<file path="config.mk">
export PLATFORM = sky130hd
export DESIGN_NAME = alu_seq_ctrl
export DESIGN_NICKNAME = d
export VERILOG_FILES = /design/src/rtl/alu_seq_ctrl.sv
export SDC_FILE = /design/constraint.sdc
export NUM_CORES = 1
export LEC_CHECK = 0
export ABC_AREA = 1
export BUFFER_PORTS_ARGS = -buffer_cell sky130_fd_sc_hd__buf_4
export CORE_MARGIN = 5
export CORE_UTILIZATION = 35
export DETAILED_ROUTE_END_ITERATION = 12
export SETUP_SLACK_MARGIN = 0.02
export SLEW_MARGIN = 5
export SYNTH_ARGS = -nofsm -noshare
export SYNTH_HDL_FRONTEND = slang
export SYNTH_SLANG_ARGS = --single-unit
</file>
<file path="constraint.sdc">
create_clock -name clk -period 16.5 [get_ports clk]
set_input_delay 0 -clock clk [delete_from_list [all_inputs] [get_ports clk]]
set_output_delay 0 -clock clk [all_outputs]
set_load 0.02 [all_outputs]
</file>
<file path="src/rtl/alu_seq_ctrl.sv">
// Multi-cycle sequencer and register file wrapped around an external combinational ALU.
// Runs operand fetch, execute and writeback for one 16-bit instruction per start handshake.
module alu_seq_ctrl #(
  parameter int unsigned NREG = 8,
  parameter int unsigned W    = 16
) (
  input  logic         clk,
  input  logic         reset,
  input  logic         s,
  input  logic [15:0]  in,
  output logic         w,
  output logic [W-1:0] alu_a,
  output logic [W-1:0] alu_b,
  output logic [1:0]   alu_op,
  input  logic [W-1:0] alu_out,
  input  logic [2:0]   alu_stat,
  output logic [W-1:0] C,
  output logic         Z,
  output logic         V,
  output logic         N,
  input  logic [2:0]   dbg_sel,
  output logic [W-1:0] dbg_data
);

  typedef enum logic [2:0] {
    StWait, StDecode, StImm, StGetA, StGetB, StExec, StWrite
  } state_e;

  state_e       state_q, state_d;
  logic [15:0]  ir_q, ir_d;
  logic [W-1:0] a_q, a_d;
  logic [W-1:0] b_q, b_d;
  logic [W-1:0] c_q, c_d;
  logic [2:0]   nvz_q, nvz_d;
  logic [W-1:0] alu_a_q, alu_a_d;
  logic [W-1:0] alu_b_q, alu_b_d;
  logic [1:0]   alu_op_q, alu_op_d;
  logic [W-1:0] rf_q [NREG];
  logic [W-1:0] rf_d [NREG];

  logic [2:0]   opcode;
  logic [1:0]   op;
  logic [2:0]   rn, rd, rm;
  logic [1:0]   sh;
  logic [7:0]   imm8;
  logic         is_mov_imm, is_mov_reg, is_alu, is_cmp;
  logic [W-1:0] rm_val, rm_shifted;

  assign opcode     = ir_q[15:13];
  assign op         = ir_q[12:11];
  assign rn         = ir_q[10:8];
  assign rd         = ir_q[7:5];
  assign sh         = ir_q[4:3];
  assign rm         = ir_q[2:0];
  assign imm8       = ir_q[7:0];
  assign is_mov_imm = (opcode == 3'b110) && (op == 2'b10);
  assign is_mov_reg = (opcode == 3'b110) && (op == 2'b00);
  assign is_alu     = (opcode == 3'b101);
  assign is_cmp     = is_alu && (op == 2'b01);

  assign rm_val = rf_q[rm];

  always_comb begin
    rm_shifted = rm_val;
    case (sh)
      2'b01:   rm_shifted = {rm_val[W-2:0], 1'b0};
      2'b10:   rm_shifted = {1'b0, rm_val[W-1:1]};
      2'b11:   rm_shifted = {rm_val[W-1], rm_val[W-1:1]};
      default: rm_shifted = rm_val;
    endcase
  end

  always_comb begin
    state_d  = state_q;
    ir_d     = ir_q;
    a_d      = a_q;
    b_d      = b_q;
    c_d      = c_q;
    nvz_d    = nvz_q;
    alu_a_d  = alu_a_q;
    alu_b_d  = alu_b_q;
    alu_op_d = alu_op_q;
    rf_d     = rf_q;
    case (state_q)
      StWait: begin
        if (s) begin
          ir_d    = in;
          state_d = StDecode;
        end
      end
      StDecode: begin
        // Illegal instructions use the IMM slot as a no-write bubble (2-edge turnaround).
        if (is_alu)          state_d = StGetA;
        else if (is_mov_reg) state_d = StGetB;
        else                 state_d = StImm;
      end
      StImm: begin
        if (is_mov_imm) rf_d[rn] = {{(W-8){imm8[7]}}, imm8};
        state_d = StWait;
      end
      StGetA: begin
        a_d     = rf_q[rn];
        state_d = StGetB;
      end
      StGetB: begin
        // ALU inputs are registered here so they are stable through EXEC and hold afterwards.
        b_d      = rm_val;
        alu_a_d  = is_alu ? a_q : '0;
        alu_b_d  = rm_shifted;
        alu_op_d = is_alu ? op : 2'b00;
        state_d  = StExec;
      end
      StExec: begin
        c_d = alu_out;
        if (is_alu) nvz_d = alu_stat;
        state_d = is_cmp ? StWait : StWrite;
      end
      StWrite: begin
        rf_d[rd] = c_q;
        state_d  = StWait;
      end
      default: state_d = StWait;
    endcase
  end

  always_ff @(posedge clk or posedge reset) begin
    if (reset) begin
      state_q  <= StWait;
      ir_q     <= '0;
      a_q      <= '0;
      b_q      <= '0;
      c_q      <= '0;
      nvz_q    <= '0;
      alu_a_q  <= '0;
      alu_b_q  <= '0;
      alu_op_q <= '0;
      for (int i = 0; i < NREG; i++) rf_q[i] <= '0;
    end else begin
      state_q  <= state_d;
      ir_q     <= ir_d;
      a_q      <= a_d;
      b_q      <= b_d;
      c_q      <= c_d;
      nvz_q    <= nvz_d;
      alu_a_q  <= alu_a_d;
      alu_b_q  <= alu_b_d;
      alu_op_q <= alu_op_d;
      for (int i = 0; i < NREG; i++) rf_q[i] <= rf_d[i];
    end
  end

  assign w        = (state_q == StWait);
  assign alu_a    = alu_a_q;
  assign alu_b    = alu_b_q;
  assign alu_op   = alu_op_q;
  assign C        = c_q;
  assign N        = nvz_q[2];
  assign V        = nvz_q[1];
  assign Z        = nvz_q[0];
  assign dbg_data = rf_q[dbg_sel];

endmodule

</file>
==> results.sh, run 1 <==
export IMPL_status="completed"
export IMPL_nNetsFinal=2071
export IMPL_critical_path_max_stage_delay_ps=610
export IMPL_wl_per_cell_um=21.4
export IMPL_area_delta_synth_final_pct=17.6
export IMPL_critPathKind="reg -> reg"
export IMPL_postSynthAreaPerCell_um2=6.71
export IMPL_grt_pass1_wl_um=82600
export IMPL_synth_flop_cell="dfrtp_1"
export IMPL_cts_path_max_buffers=3
export IMPL_r2r_start="ir_q[9]"
export IMPL_crit_path_cell_trace="inv_2, nand3_1, nor2_1, nand2_2, nand2_2, nand2_1, nand2_1"
export IMPL_finalSetupTns_ps=0
export IMPL_fmax_mhz=345
export IMPL_hold_viol_final=0
export IMPL_antenna_found_initial=0
export IMPL_dp_hpwl_um=37800
export IMPL_grt_use_total_pct=25.5
export IMPL_synth_edf_count=0
export IMPL_rsz0062_at_grt="no"
export IMPL_yosysSeqAreaShare_pct=41.0
export IMPL_cts_buffers=26
export IMPL_worstPathArrival_ps=3370
export IMPL_yosysTopAreaCellShare_pct=41.0
export IMPL_endpoint_kind="flop"
export IMPL_cts_tree="built"
export IMPL_die_h_um=204
export IMPL_vias_per_cell=5.60
export IMPL_r2r_end="rf_q[123]"
export IMPL_finalSetupViolCount=0
export IMPL_syn_inst=1966
export IMPL_clock_root_buffer="clkbuf_16"
export IMPL_powerDensity_nw_per_um2=168
export IMPL_yosysMostFrequentCell="nand2_1"
export IMPL_drive_gt1_share_pct=9.80
export IMPL_grt_pass1_vias=13300
export IMPL_min_period_over_period_pct=17.5
export IMPL_core_um2=37400
export IMPL_synth_top_area_cell="dfrtp_1"
export IMPL_antenna_cells=0
export IMPL_r2r_setup_slack_ps=13610
export IMPL_dieWidth_um=204
export IMPL_dieArea_um2=41700
export IMPL_place_gp_congestion=0.987
export IMPL_grt_max_degree=84
export IMPL_rr_worst_depth=7
export IMPL_cts_resized_gates=0
export IMPL_cap_violations=0
export IMPL_synth_distinct_cells=23
export IMPL_ys_warn_count=0
export IMPL_hp_class="in -> async"
export IMPL_relSlewSlack_pct=17.2
export IMPL_rows=71
export IMPL_worst_clock_skew_ps=11.1
export IMPL_yosys_top_cells_area="dfrtp_1, nand2_1, nand3_1, o21ai_0, inv_1"
export IMPL_drc_errors=0
export IMPL_h_tree_depth=1
export IMPL_cts_reportedPaths_clkPinSlew_ps=60
export IMPL_slowest_stage="dfrtp_1"
export IMPL_synth_top_cells_by_count="nand2_1, nand3_1, dfrtp_1, o21ai_0, inv_1"
export IMPL_yosys_register_bits=216
export IMPL_clock_sinks=216
export IMPL_crit_fanout=18
export IMPL_clock_latency_ps=540
export IMPL_io_pins=111
export IMPL_postRouteAntennaNets=0
export IMPL_p_leak_nw=7.43
export IMPL_required_ps=16970
export IMPL_start_kind="flop"
export IMPL_vias=14300
export IMPL_drt_pre_antenna_iters=7
export IMPL_fillCellCount=3970
export IMPL_start_util_pct=35.3
export IMPL_grt_ovfl_total=0
export IMPL_worst_slew_pin_transition_ps=1230
export IMPL_portBuffers=110
export IMPL_drt_total_wl_um=54900
export IMPL_whs_ps=77.5
export IMPL_synth_area_um2=13200
export IMPL_synthArstFlopShare_pct=100
export IMPL_drt_iter0_markers=2017
export IMPL_ir_drop_uv=78.6
export IMPL_syn_num_nets=2007
export IMPL_drv_slew=0
export IMPL_period_needed_ps=2890
## layer usage
metal  up-vias  part of all wire (%)  wire length [um]  global-route usage, %
met2       841                    44             24200                   39.6
li1       6632                     -                 -                      -
met5         -                     0                 0                      0
met1      6731                    41             22200                   35.3
met3       142                    10              5710                   4.68
met4         0                   4.9              2700                   10.3
## power by group
group          internal, mW  switching, mW
clock                 0.373          0.237
sequential            0.673          0.153
combinational         0.347          0.830
total                  1.39           1.22
## layout by cell type (no fill, tap or decap)
cell type,n
nor3_4,1
clkinv_1,3
buf_4,122
clkinv_2,4
nand2_1,616
o21ai_0,189
dfrtp_1,215
nand2_2,14
nand4_1,8
bufinv_16,3
nand2_4,2
inv_8,1
clkinv_4,1
mux2_2,6
dlygate4sd3_1,37
nand3_1,300
clkbuf_8,6
o22ai_1,86
inv_1,157
nor3_1,10
clkinvlp_4,1
nor2_1,108
a21oi_1,98
a31oi_1,17
inv_2,8
nor2_2,2
inv_6,1
nor4_4,1
clkbuf_16,27
dfrtp_2,1
clkbuf_1,5
## worst max-delay path, delay by kind of cell, from the launching register on
family,cells,cell delay (ps)
flops,1,610
simple gates,6,1840
buf+inv,1,370
## kinds of logic (layout without fill, tap and decap cells)
family          after synthesis  after routing  share of synthesized area [%]
buf+inv                     292            376                           8.83
mux                           6              6                          0.512
flops                       216            216                           41.0
simple gates               1062           1062                           33.9
compound gates              390            390                           15.8
## worst max-delay path by stage
| stage | startpoint | to | slack, ps |
|---|---|---|---|
| after floorplan | reset | C[0] | 10590 |
| after global placement | ir_q[8] | rf_q[24] | 13790 |
| after detailed placement | state_q[0] | rf_q[51] | 13760 |
| after CTS | state_q[0] | rf_q[51] | 13750 |
| after global routing | state_q[0] | rf_q[103] | 13480 |
| final | ir_q[9] | rf_q[123] | 13610 |
## area by class of cell
class	count	area, um2	area share, %
clock buffer	38	777	5.01
inverter	169	642	4.14
multi-input combinational	1458	6630	42.7
clock inverter	10	135	0.871
sequential	216	5410	34.8
timing repair buffer	159	1290	8.29
tap	511	639	4.12
## sequential cells by signal, summed over array words and instances (netlist names)
register	flops
C	16
a_q	16
alu_a	16
alu_b	16
alu_op	2
ir_q	16
nvz_q	3
rf_q	128
state_q	3
## timing repair
action / 4_1_cts / 5_1_grt
setup buffers: 0 / 0
endpoints found under the hold margin: 118 / 0
endpoints found under the setup margin: 0 / 0
hold buffers: 37 / 0
## through the flow
stage                     total power [mW]  setup WS (ps)  instance area, um2  instances  util [%]
after floorplan                       1.54          10590               13200       1966         -
after global placement                1.96          13790               14200       2476      38.1
after detailed placement              1.97          13760               14200       2476      38.1
after CTS                             2.59          13750               15500       2561      41.5
after global routing                  2.77          13480               15500       2561      41.5
final                                 2.61          13610               15500       2561      41.5
No activity file was read; power rests on OpenSTA's default activity.
==> run 2, diff against run 1 <==
- ABC_AREA: 1 -> 0
- clock period: 16.5 -> 2.7 ns (I/O delays scaled with it)
==> run 2 against run 1 <==
Against the previous run: combinational power grew to 6.2 times the previous value; utilization is 1.6 points higher; setup slack worse by 14000 ps; clock power grew to 5.8 times the previous value; critical path depth is 2 lower; design area is 1.9% lower; via count is 28% lower; non-clock buffer count is 58 higher; clock-buffer cell count is 6 lower.
==> results.sh, run 2 <==
export IMPL_drive_gt1_share_pct=32.4
export IMPL_cts_path_max_buffers=3
export IMPL_r2r_start="ir_q[1]"
export IMPL_syn_inst=1166
export IMPL_cap_violations=0
export IMPL_place_gp_congestion=0.924
export IMPL_yosysMostFrequentCell="dfrtp_1"
export IMPL_portBuffers=110
export IMPL_final_cell_mix="dfrtp_1, buf_4, o21ai_0"
export IMPL_yosys_register_bits=216
export IMPL_period_needed_ps=2620
export IMPL_rows=69
export IMPL_status="completed"
export IMPL_h_tree_depth=1
export IMPL_critPathKind="reg -> reg"
export IMPL_drc_errors=0
export IMPL_area_delta_synth_final_pct=22.3
export IMPL_start_kind="flop"
export IMPL_hp_class="in -> async"
export IMPL_antenna_cells=0
export IMPL_vias=10400
export IMPL_syn_num_nets=1207
export IMPL_io_pins=111
export IMPL_dieWidth_um=198
export IMPL_r2r_end="alu_b[6]"
export IMPL_clock_sinks=216
export IMPL_cts_reportedPaths_clkPinSlew_ps=60
export IMPL_synth_edf_count=0
export IMPL_drt_iter0_markers=896
export IMPL_endpoint_kind="flop"
export IMPL_worstPathArrival_ps=3070
export IMPL_r2r_setup_slack_ps=80
export IMPL_grt_max_degree=90
export IMPL_p_leak_nw=6.48
export IMPL_synthArstFlopShare_pct=100
export IMPL_cts_buffers=25
export IMPL_crit_fanout=14
export IMPL_cts_tree="built"
export IMPL_powerDensity_nw_per_um2=1070
export IMPL_nNetsFinal=1341
export IMPL_finalSetupViolCount=0
export IMPL_core_um2=35300
export IMPL_dieArea_um2=39400
export IMPL_antenna_found_initial=0
export IMPL_postSynthAreaPerCell_um2=10.7
export IMPL_ir_drop_uv=571
export IMPL_drt_total_wl_um=41500
export IMPL_rr_worst_depth=5
export IMPL_start_util_pct=35.2
export IMPL_synth_area_um2=12400
export IMPL_dp_hpwl_um=30400
export IMPL_grt_pass1_wl_um=63600
export IMPL_startpoint="ir_q[1]"
export IMPL_postRouteAntennaNets=0
export IMPL_worst_clock_skew_ps=11.9
export IMPL_largest_reg_flops=128
export IMPL_whs_ps=129
export IMPL_synth_distinct_cells=51
export IMPL_yosysSeqAreaShare_pct=43.5
export IMPL_power_mw=16.3
export IMPL_yosys_top_cells_area="dfrtp_1, mux2_2, mux4_2, o21ai_0, a22oi_1"
export IMPL_min_period_over_period_pct=97.1
export IMPL_synth_top_area_cell="dfrtp_1"
export IMPL_vias_per_cell=5.83
export IMPL_grt_pass1_vias=10100
export IMPL_required_ps=3150
export IMPL_finalSetupTns_ps=0
export IMPL_hold_viol_final=0
export IMPL_final_common_cell="dfrtp_1"
export IMPL_drv_slew=0
export IMPL_grt_use_total_pct=20.8
export IMPL_top_register="rf_q"
export IMPL_clock_latency_ps=530
export IMPL_relSlewSlack_pct=23.2
export IMPL_synth_flop_cell="dfrtp_1"
export IMPL_synth_top_cells_by_count="dfrtp_1, o21ai_0, mux2_2, nand2_1"
export IMPL_ys_warn_count=0
export IMPL_worst_slew_pin_transition_ps=1150
export IMPL_clock_root_buffer="clkbuf_16"
export IMPL_drt_pre_antenna_iters=5
export IMPL_grt_ovfl_total=0
export IMPL_yosysTopAreaCellShare_pct=43.5
export IMPL_rsz0062_at_grt="no"
export IMPL_die_h_um=198
export IMPL_wl_per_cell_um=23.4
export IMPL_fillCellCount=3327
export IMPL_fmax_mhz=381
-- run 2: cell count changes after synthesis, sizes merged, moves of 43 or more --
cell and delta:
nand2 -512, nand3 -295, inv -162, mux2 +126, o22ai -74, a22oi +63, nor2 -57, o21ai -53
mux4 +50, mux2i +44, a21oi -43
-- run 2: critical path, cell delays in order (launching register included) --
cell and delay [ps]:
dfrtp_1 750, nand2b_1 520, o22ai_1 170, a221oi_1 720, a22oi_1 200, a21oi_1 180
-- run 2: metrics by stage --
step                cells  setup slack [ps]  cell area (um2)  util (%)
finish               1778              78.1            15200      43.1
global route         1778              26.1            15200      43.1
CTS                  1778              61.7            15200      43.1
detailed placement   1697              6.67            14000      39.6
global placement     1697              45.1            14000      39.6
floorplan            1166              -112            12400         -
-- run 2: power by group --
| group | switching [mW] | total (mW) | internal [mW] |
|---|---|---|---|
| sequential | 1.37 | 5.52 | 4.14 |
| clock | 1.42 | 3.56 | 2.14 |
| combinational | 4.08 | 7.27 | 3.18 |
| total | 6.88 | 16.3 | 9.46 |
-- run 2: routing by layer --
layer	wire [um]	GRT usage [%]	vias up
met5	0	0	-
met4	1170	4.99	0
met3	3650	4.01	75
met2	17800	30.8	480
met1	18900	31.6	5145
li1	-	-	4667
-- run 2: repair_timing --
item,in CTS,in global routing
cloned,0,0
buffers inserted,0,0
endpoints found under the hold margin,59,0
hold buffers,37,0
pin swaps,0,0
setup endpoints to repair,2,2
gates resized for setup,1,2
-- run 2: worst max-delay path by stage --
stage / endpoint / slack, ps / depth (start not counted)
after floorplan: C[0] / -110 / 1
after detailed placement: alu_b[11] / 7 / 5
after CTS: alu_b[10] / 60 / 5
after global routing: alu_b[14] / 30 / 7
after global placement: alu_b[10] / 50 / 4
final: alu_b[6] / 80 / 5
-- run 2: cell families after synthesis --
family | share of synthesized area (%)
AOI/OAI and AO/OA | 18.8
buffers and inverters | 3.85
muxes | 24.6
and+or+nand+nor | 9.34
DFF | 43.5
-- run 2: layout make-up --
type	instances	area, um2	area share (%)
Clock buffer	32	672	4.42
Clock inverter	12	171	1.13
Inverter	4	18.8	0.123
Multi-Input combinational cell	836	6580	43.3
Sequential cell	216	5410	35.5
Tap cell	461	577	3.79
Timing Repair Buffer	217	1780	11.7
==> run 3, diff against run 2 <==
--- a/config.mk
+++ b/config.mk
@@ -9,5 +9,5 @@
 export BUFFER_PORTS_ARGS = -buffer_cell sky130_fd_sc_hd__buf_4
 export CORE_MARGIN = 5
-export CORE_UTILIZATION = 35
+export CORE_UTILIZATION = 45
 export DETAILED_ROUTE_END_ITERATION = 12
 export SETUP_SLACK_MARGIN = 0.02
==> constraint.sdc (replaced) <==
create_clock -name clk -period 2.7 [get_ports clk]
set_input_delay 0.405 -clock clk [delete_from_list [all_inputs] [get_ports clk]]
set_output_delay 0.405 -clock clk [all_outputs]
set_load 0.02 [all_outputs]
==> run 3 against run 2 <==
Against the previous run: clock power is 2% lower; die area is 21% lower; utilization increased by 12 points; combinational power decreased by 3.0%; power shrank 1.9%; design area down 2.7%; largest cell class unchanged.
==> results.sh, run 3 (synthesis results as in run 2) <==
export IMPL_grt_pass1_vias=9970
export IMPL_nNetsFinal=1306
export IMPL_grt_max_degree=72
export IMPL_hp_class="in -> reg"
export IMPL_clock_latency_ps=530
export IMPL_powerDensity_nw_per_um2=1080
export IMPL_min_period_over_period_pct=91.0
export IMPL_ir_drop_uv=614
export IMPL_core_um2=27100
export IMPL_vias=10300
export IMPL_startpoint="ir_q[2]"
export IMPL_h_tree_depth=1
export IMPL_p_leak_nw=6.36
export IMPL_fin_cells=1655
export IMPL_required_ps=3100
export IMPL_crit_fanout=15
export IMPL_crit_family="multiplexers"
export IMPL_final_cell_mix="dfrtp_1, buf_4, o21ai_0"
export IMPL_cts_reportedPaths_clkPinSlew_ps=60
export IMPL_endpoint_kind="flop"
export IMPL_p_seq_share_pct=34.3
export IMPL_crit_path_cell_trace="buf_4, mux4_2, mux2i_1, nor2b_1, a221oi_1, o21ai_0"
export IMPL_dp_cells=1606
export IMPL_drt_total_wl_um=38800
export IMPL_r2r_setup_slack_ps=240
export IMPL_critical_path_max_stage_delay_ps=670
export IMPL_cts_path_max_buffers=3
export IMPL_r2r_end="alu_b[1]"
export IMPL_worst_slew_pin_transition_ps=897
export IMPL_worst_clock_skew_ps=10.2
export IMPL_whs_ps=93.1
export IMPL_p_clk_share_pct=21.7
export IMPL_grt_ovfl_total=0
export IMPL_antenna_cells=0
export IMPL_worstPathArrival_ps=2860
export IMPL_dp_hpwl_um=28800
export IMPL_start_util_pct=45.9
export IMPL_switchingPower_mw=6.67
export IMPL_place_gp_congestion=0.876
export IMPL_area_delta_synth_final_pct=19.0
export IMPL_rows=60
export IMPL_portBuffers=110
export IMPL_status="completed"
export IMPL_cts_setup_buffers=0
export IMPL_whs_path_depth=3
export IMPL_period_needed_ps=2460
export IMPL_fin_area_um2=14800
export IMPL_cap_violations=0
export IMPL_cts_buffers=27
export IMPL_final_common_cell="dfrtp_1"
export IMPL_io_pins=111
export IMPL_die_h_um=176
export IMPL_drt_pre_antenna_iters=5
export IMPL_min_to="ir_q[12]"
export IMPL_grt_use_total_pct=24.9
export IMPL_clock_root_buffer="clkbuf_16"
export IMPL_finalSetupViolCount=0
export IMPL_worstHoldStart="in[12]"
export IMPL_utilization_pct=54.6
export IMPL_slowest_stage="dfrtp_1"
export IMPL_r2r_start="ir_q[2]"
export IMPL_multi_input_area_um2=6570
export IMPL_drt_iter0_markers=1059
export IMPL_fmax_mhz=407
export IMPL_rsz0062_at_grt="no"
export IMPL_antenna_found_initial=0
export IMPL_finalSetupTns_ps=0
export IMPL_swShare_pct=41.6
export IMPL_relSlewSlack_pct=40.2
export IMPL_cts_tree="built"
export IMPL_critPathKind="reg -> reg"
export IMPL_placed_area_um2=13900
export IMPL_regArea_um2=5410
export IMPL_hold_viol_final=0
export IMPL_rr_worst_depth=6
export IMPL_power_internal_mw=9.36
export IMPL_start_kind="flop"
export IMPL_power_frac_comb_pct=44.0
export IMPL_drive_gt1_share_pct=33.3
export IMPL_drv_slew=0
export IMPL_wl_per_cell_um=23.4
export IMPL_postRouteAntennaNets=0
export IMPL_fillCellCount=2429
export IMPL_top_register="rf_q"
export IMPL_crit_buf_inv=1
export IMPL_dieArea_um2=31100
export IMPL_largest_reg_flops=128
export IMPL_drc_errors=0
export IMPL_clock_sinks=216
export IMPL_vias_per_cell=6.21
export IMPL_grt_pass1_wl_um=60700
export IMPL_dieWidth_um=176
[run 3: area by class of cell]
class / count / area share (%)
inverter: 4 / 0.127
clock inverter: 6 / 0.271
clock buffer: 41 / 5.53
multi-input combinational: 836 / 44.4
tap: 372 / 3.15
sequential: 216 / 36.6
timing repair buffer: 180 / 9.96
[run 3: routing by layer]
metal	up-vias	wire (um)	GRT usage [%]
met2	451	16400	35.4
li1	4612	-	-
met5	-	0	0
met3	43	3380	5.59
met1	5173	18200	38.7
met4	0	796	5.65
[run 3: power by group through the flow]
| stage | logic, mW | clock network [mW] | registers (mW) |
|---|---|---|---|
| floorplan | 4.49 | 0 | 5.15 |
| global placement | 6.95 | 0 | 5.44 |
| detailed placement | 7.02 | 0 | 5.48 |
| CTS | 7.05 | 3.57 | 5.43 |
| global route | 7.60 | 3.69 | 5.61 |
| finish | 7.05 | 3.48 | 5.50 |
[run 3: worst max path at each step]
stage                     endpoint  depth (start not counted)  slack (ps)
final                     alu_b[1]                          6         240
after global routing      alu_b[1]                          6         100
after detailed placement  alu_b[1]                          6         150
after CTS                 alu_b[1]                          6         130
after global placement    alu_b[1]                          6         210
after floorplan               C[0]                          1        -520
[run 3: worst register-to-register path, delay by kind of cell (launching register included)]
kind / cells / cell delay, ps
multiplexers: 2 / 880
AO/OA/AOI/OAI: 2 / 360
buffers and inverters: 1 / 320
AND/OR/NAND/NOR: 1 / 90
flip-flops: 1 / 670
[run 3: repair_timing]
action                     4_1_cts  5_1_grt
hold buffers                     1        0
setup endpoints to repair        0        1
hold endpoints to repair        11        0
resized for setup                0        1
[run 3: metrics by stage]
| stage | worst slack (ps) | total power [mW] |
|---|---|---|
| after detailed placement | 149 | 12.5 |
| after global placement | 211 | 12.4 |
| after global routing | 101 | 16.9 |
| after floorplan | -517 | 9.64 |
| final | 243 | 16.0 |
| after CTS | 131 | 16.1 |
